**src/rtl/mp_add_pkg.sv**
```systemverilog
// mp_add_pkg: shared state encoding and index sizing for the multi-precision adder.
`default_nettype none

package mp_add_pkg;

  typedef enum logic [1:0] {
    ST_IDLE = 2'd0,
    ST_ADD  = 2'd1,
    ST_DONE = 2'd2
  } state_t;

  function automatic int idx_w(input int words);
    return (words > 1) ? $clog2(words) : 1;
  endfunction

endpackage

`default_nettype wire

```
**src/rtl/mp_add_sequencer_cla.sv**
```systemverilog
// ============================================================================
// mp_add_sequencer_cla : single-group carry-lookahead word adder (combinational)
// Revision: 1.0
// ============================================================================
`default_nettype none

module mp_add_sequencer_cla #(
  parameter int WIDTH = 8
) (
  input  logic [WIDTH-1:0] A_i,
  input  logic [WIDTH-1:0] B_i,
  input  logic             P_i,
  output logic [WIDTH-1:0] S_o,
  output logic             C_o
);

  logic [WIDTH-1:0] w_g;
  logic [WIDTH-1:0] w_p;
  logic [WIDTH:0]   w_c;
  logic             w_prop;
  logic             w_cy;

  assign w_g = A_i & B_i;
  assign w_p = A_i ^ B_i;

  // Each carry is a flat sum of generate terms gated by the propagate run above them.
  always_comb begin
    w_c    = '0;
    w_prop = 1'b1;
    w_cy   = 1'b0;
    w_c[0] = P_i;
    for (int i = 0; i < WIDTH; i++) begin
      w_prop = 1'b1;
      w_cy   = 1'b0;
      for (int j = i; j >= 0; j--) begin
        w_cy   = w_cy | (w_g[j] & w_prop);
        w_prop = w_prop & w_p[j];
      end
      w_c[i+1] = w_cy | (w_prop & P_i);
    end
  end

  assign S_o = w_p ^ w_c[WIDTH-1:0];
  assign C_o = w_c[WIDTH];

endmodule

`default_nettype wire

```
**src/rtl/mp_add_sequencer.sv**
```systemverilog
// ============================================================================
// mp_add_sequencer : word-serial multi-precision add controller (LSW first)
// Revision: 1.0
// ============================================================================
`default_nettype none

module mp_add_sequencer
  import mp_add_pkg::*;
#(
  parameter int WIDTH = 8,
  parameter int WORDS = 4
) (
  input  logic                   CLK_i,
  input  logic                   RST_N_I,
  input  logic                   start_i,
  input  logic                   abort_i,
  input  logic [WIDTH*WORDS-1:0] A_i,
  input  logic [WIDTH*WORDS-1:0] B_i,
  input  logic                   P_i,
  output logic                   ready_o,
  output logic                   busy_o,
  output logic                   done_o,
  output logic [WIDTH*WORDS-1:0] S_o,
  output logic                   C_o,
  output logic [WIDTH*WORDS:0]   full_add_o
);

  localparam int IDX_W = idx_w(WORDS);

  state_t                 r_state;
  logic [WIDTH*WORDS-1:0] r_a;
  logic [WIDTH*WORDS-1:0] r_b;
  logic [WIDTH*WORDS-1:0] r_s;
  logic                   r_carry;
  logic                   r_c_out;
  logic [IDX_W-1:0]       r_idx;

  logic [WIDTH-1:0]       w_a_word;
  logic [WIDTH-1:0]       w_b_word;
  logic [WIDTH-1:0]       w_sum;
  logic                   w_cout;

  always_comb begin
    w_a_word = '0;
    w_b_word = '0;
    for (int i = 0; i < WORDS; i++) begin
      if (r_idx == IDX_W'(i)) begin
        w_a_word = r_a[i*WIDTH +: WIDTH];
        w_b_word = r_b[i*WIDTH +: WIDTH];
      end
    end
  end

  mp_add_sequencer_cla #(
    .WIDTH (WIDTH)
  ) u_cla (
    .A_i (w_a_word),
    .B_i (w_b_word),
    .P_i (r_carry),
    .S_o (w_sum),
    .C_o (w_cout)
  );

  // r_carry feeds the adder; r_c_out is the visible carry, cleared on accept/abort.
  always_ff @(posedge CLK_i) begin
    if (!RST_N_I) begin
      r_state <= ST_IDLE;
      r_a     <= '0;
      r_b     <= '0;
      r_s     <= '0;
      r_carry <= 1'b0;
      r_c_out <= 1'b0;
      r_idx   <= '0;
    end else begin
      case (r_state)
        ST_IDLE: begin
          if (start_i) begin
            r_a     <= A_i;
            r_b     <= B_i;
            r_carry <= P_i;
            r_s     <= '0;
            r_c_out <= 1'b0;
            r_idx   <= '0;
            r_state <= ST_ADD;
          end
        end
        ST_ADD: begin
          if (abort_i) begin
            r_s     <= '0;
            r_c_out <= 1'b0;
            r_state <= ST_IDLE;
          end else begin
            for (int i = 0; i < WORDS; i++) begin
              if (r_idx == IDX_W'(i)) r_s[i*WIDTH +: WIDTH] <= w_sum;
            end
            r_carry <= w_cout;
            r_c_out <= w_cout;
            r_idx   <= r_idx + IDX_W'(1);
            if (r_idx == IDX_W'(WORDS-1)) r_state <= ST_DONE;
          end
        end
        ST_DONE: r_state <= ST_IDLE;
        default: r_state <= ST_IDLE;
      endcase
    end
  end

  assign ready_o    = (r_state == ST_IDLE);
  assign busy_o     = (r_state == ST_ADD);
  assign done_o     = (r_state == ST_DONE);
  assign S_o        = r_s;
  assign C_o        = r_c_out;
  assign full_add_o = {r_c_out, r_s};

endmodule

`default_nettype wire

```
**config.mk**
```make
export PLATFORM = sky130hd
export DESIGN_NAME = mp_add_sequencer
export DESIGN_NICKNAME = d
export VERILOG_FILES = /design/src/rtl/mp_add_pkg.sv /design/src/rtl/mp_add_sequencer_cla.sv /design/src/rtl/mp_add_sequencer.sv
export SDC_FILE = /design/constraint.sdc
export NUM_CORES = 1
export LEC_CHECK = 0
export ABC_AREA = 1
export BUFFER_PORTS_ARGS = -buffer_cell sky130_fd_sc_hd__buf_2
export CORE_UTILIZATION = 40
export CTS_CLUSTER_DIAMETER = 50
export DETAILED_ROUTE_END_ITERATION = 8
export GPL_TIMING_DRIVEN = 1
export PLACE_DENSITY_LB_ADDON = 0.05
export REMOVE_ABC_BUFFERS = 1
export SLEW_MARGIN = 30
export SYNTH_ARGS = -nofsm -noshare
export SYNTH_HDL_FRONTEND = slang
export SYNTH_SLANG_ARGS = --single-unit
```
**constraint.sdc**
```tcl
create_clock -name CLK_i -period 8.4 [get_ports CLK_i]
set_clock_uncertainty 0.05 [all_clocks]
set_input_delay 0.84 -clock CLK_i [delete_from_list [all_inputs] [get_ports CLK_i]]
set_output_delay 0.84 -clock CLK_i [all_outputs]
set_load 0.02 [all_outputs]
```
==> results by group <==
Clock network
  • Root buf cell: clkbuf_16
  • CTS tree: yes
  • Clock sinks: 102
  • Post-CTS resize count: 0
  • CTS H-tree lvls: 3
  • Clock transition at path regs: 70 ps
  • Later-pin clock latency in the skew report: 340 ps
  • Setup repair bufs after CTS: 0
  • CTS max path bufs: 2
  • CTS Hold Bufs: 0
  • Total clock buffers created by CTS: 9

Timing
  • Relative slew slack: 0.439
  • Final Cycle Share: 0.443
  • Max Freq: 0.269 GHz
  • RSZ-0062 raised after global routing: no
  • Crit path time final: 3720 ps
  • Final number of hold-violating endpoints: 0
  • Setup TNS: 0 ps
  • Slew Viols, Final: 0
  • Worst-Margin Slew: 840 ps
  • Count of final setup violators: 0

Hold path
  • Hold Crit Class: reg -> reg
  • Hold_sp: r_b[23]
  • Hold EP: r_b[23]
  • Hold Path Cell Cnt: 2

Global routing
  • Initial antenna violation count: 0
  • Grt peak-use layer: met2
  • Met1 Use GR: 0.248
  • Largest net degree at the start of global routing: 99
  • Grt ovf: 0
  • Vias in the first global route: 3910
  • First-pass GRT wire length: 18900 microns
  • GR Util met3: 0.0446
  • Met2 usage in global routing: 0.307
  • Gr usage total: 0.188

Setup path
  • RR Endpoint: S_o[13]
  • Crit path cell chain: inv_1 > ha_1 > nor2_2 > a22oi_1 > nand2_1 > o21ai_0 > a21oi_1 > ha_1 > nand3_1 > nand3_1 > nand2_1 > nand2_1 > o21ai_0 > a21oi_1
  • Startpoint types: flip-flop
  • CP dominant cell by count: nand2_1
  • Critical Path AT: 3880 ps
  • CP max-delay cell: nor2_2
  • CP max stage delay: 780 ps
  • Launch point of the worst reg-to-reg path: r_idx[1]
  • Critical Path Sink Type: flip-flop
  • Worst endpoint required time: 8550 ps
  • Register-to-register setup slack: 4680 ps
  • R2R depth: 14
  • CP Class: reg -> reg
  • Crit-path max FO: 18

Pwr
  • Total power: 1.21 mW
  • Peak VDD IR: 0.000115 V
  • LEAKAGE: 2.67 nW
  • PwrDens: 219 nW/um^2

Synth
  • Syn_area_per_cell: 7.39 sq um
  • Synthesis Warnings: 0
  • Yosys reg bits: 102
  • Mapped Area: 4810 sq um
  • Synth Area in XOR/XNOR: 0.00182
  • Post-synthesis mux area share: 0
  • Largest family of logic cells by synthesized area: compound AO/OA/AOI/OAI gates
  • Register area share after synthesis: 0.425
  • Compound-gate portion of the synthesized area: 0.219
  • Synth Area in Adders: 0.0354
  • Synth Area in Simple Gates: 0.202
  • Synth Instances: 651
  • Synth cell types: 33

Finish
  • Ant diodes: 0
  • Synthesis-to-finish area growth: 14.7%
  • Finished Layout Cells: 876
  • Final layout net count: 811
  • Fraction of layout cells with a size suffix above 1: 0.231

Status
  • Failing checks: DRC
  • Status: complete, but fails checks

Detailed routing
  • Via count: 4252
  • Vias/cell: 4.85
  • Post-route ant nets: 0
  • DRT Wirelength: 11300 microns
  • Detailed Route Iter0 Violations: 271
  • Detailed Routing Iterations Pass 1: 7
  • WL per Instance: 12.9 microns
  • DRC Markers: 6

Place
  • IO buf count: 137
  • Placed cells: 861
  • Final GP Congestion: 0.898
  • Hpwl dp: 8010 microns

Floorplan
  • CORE AREA: 11600 sq um
  • FP Rows: 39
  • Die width: 112 microns
  • I/O pin count: 138
  • Die Y-Extent: 112 microns
  • DIE AREA: 12500 sq um
  • Starting Density: 0.416

Job
  • Max-cap violations: 0
worst max-delay path, delay by kind of cell (launching register included):
family | cells | cell delay (ps)
and+or+nand+nor | 6 | 1350
adders and majority gates | 2 | 760
DFF | 1 | 360
buffers and inverters | 1 | 90
AOI/OAI and AO/OA | 5 | 990
worst max path at each step:
stage | start | to | slack, ps | cells past startpoint
2_1_floorplan | start_i | r_carry | 5450 | 5
3_3_place_gp | r_idx[1] | S_o[29] | 4970 | 14
3_5_place_dp | r_idx[1] | S_o[29] | 4710 | 14
4_1_cts | r_idx[1] | S_o[13] | 4680 | 14
5_1_grt | r_idx[1] | S_o[3] | 4240 | 14
6_report | r_idx[1] | S_o[13] | 4680 | 14
state kept, by name (all words and copies together) (netlist names):
signal   cells
r_idx        2
r_a         32
C_o          1
r_carry      1
S_o         32
r_state      2
r_b         32
power by group:
group	internal, mW	switching [mW]
clock network	0.215	0.168
logic	0.0961	0.180
registers	0.525	0.0255
cells in the final DEF (no fill, tap or decap), drive strengths merged:
master / n
nor2: 180
a22o: 5
o31ai: 1
xnor2: 1
inv: 31
nand3: 13
fa: 1
o21a: 3
nand4: 2
buf: 138
a211oi: 2
clkinv: 1
nor4: 1
a21oi: 57
dfxtp: 102
clkbuf: 14
a22oi: 12
nand2: 46
ha: 12
o21ai: 111
layer usage:
metal,vias up,routed length (microns)
li1,2263,-
met1,1906,5540
met2,77,5260
met3,6,382
met4,0,84
met5,-,0
through the flow:
stage	hold WS, ps	setup slack, ps	utilization	cell area [sq um]
after floorplan	400	5450	-	4370
after global placement	412	4970	0.453	5240
after detailed placement	420	4710	0.453	5240
after CTS	435	4680	0.476	5510
after global routing	450	4240	0.477	5520
final	432	4680	0.477	5520
cells in the mapped netlist:
library cell	instances	share of area
o21ai_0	92	0.096
xnor2_1	1	0.0018
ha_1	12	0.031
nor2_4	1	0.0023
nand2_2	2	0.0026
clkbuf_2	1	0.0010
a21oi_4	2	0.0068
nor2_2	2	0.0026
clkbuf_1	20	0.016
nor4_1	1	0.0013
inv_4	1	0.0013
nand2_1	43	0.034
nor2_8	1	0.0042
nor2_1	176	0.14
inv_2	5	0.0039
a21oi_1	53	0.055
o31ai_1	1	0.0016
nand4_1	2	0.0026
a211oi_1	2	0.0031
o21a_1	3	0.0047
a22o_1	5	0.0091
buf_4	35	0.055
dfxtp_1	102	0.42
o21ai_1	18	0.019
a22oi_1	12	0.019
buf_2	11	0.011
buf_6	4	0.0094
a21oi_2	2	0.0036
o21ai_2	1	0.0018
nand3_1	13	0.014
fa_1	1	0.0042
inv_1	25	0.020
nand2_4	1	0.0023
layout make-up:
| class | instances | area (sq um) |
|---|---|---|
| inverter | 31 | 121 |
| multi-input combinational | 447 | 2210 |
| sequential | 102 | 2040 |
| fill | 1196 | 6050 |
| clock inverter | 1 | 5.00 |
| timing repair buffer | 138 | 693 |
| clock buffer | 14 | 264 |
| tap | 143 | 179 |
cells by family (layout without fill, tap and decap cells):
kind of cell / count (synthesis) / in the layout
AND/OR/NAND/NOR: 242 / 242
AO/OA/AOI/OAI: 191 / 191
flip-flops: 102 / 102
buffers and inverters: 102 / 184
adder cells (fa/ha/maj): 13 / 13
XOR/XNOR: 1 / 1
Note: power is estimated with default switching activity, not from simulation.
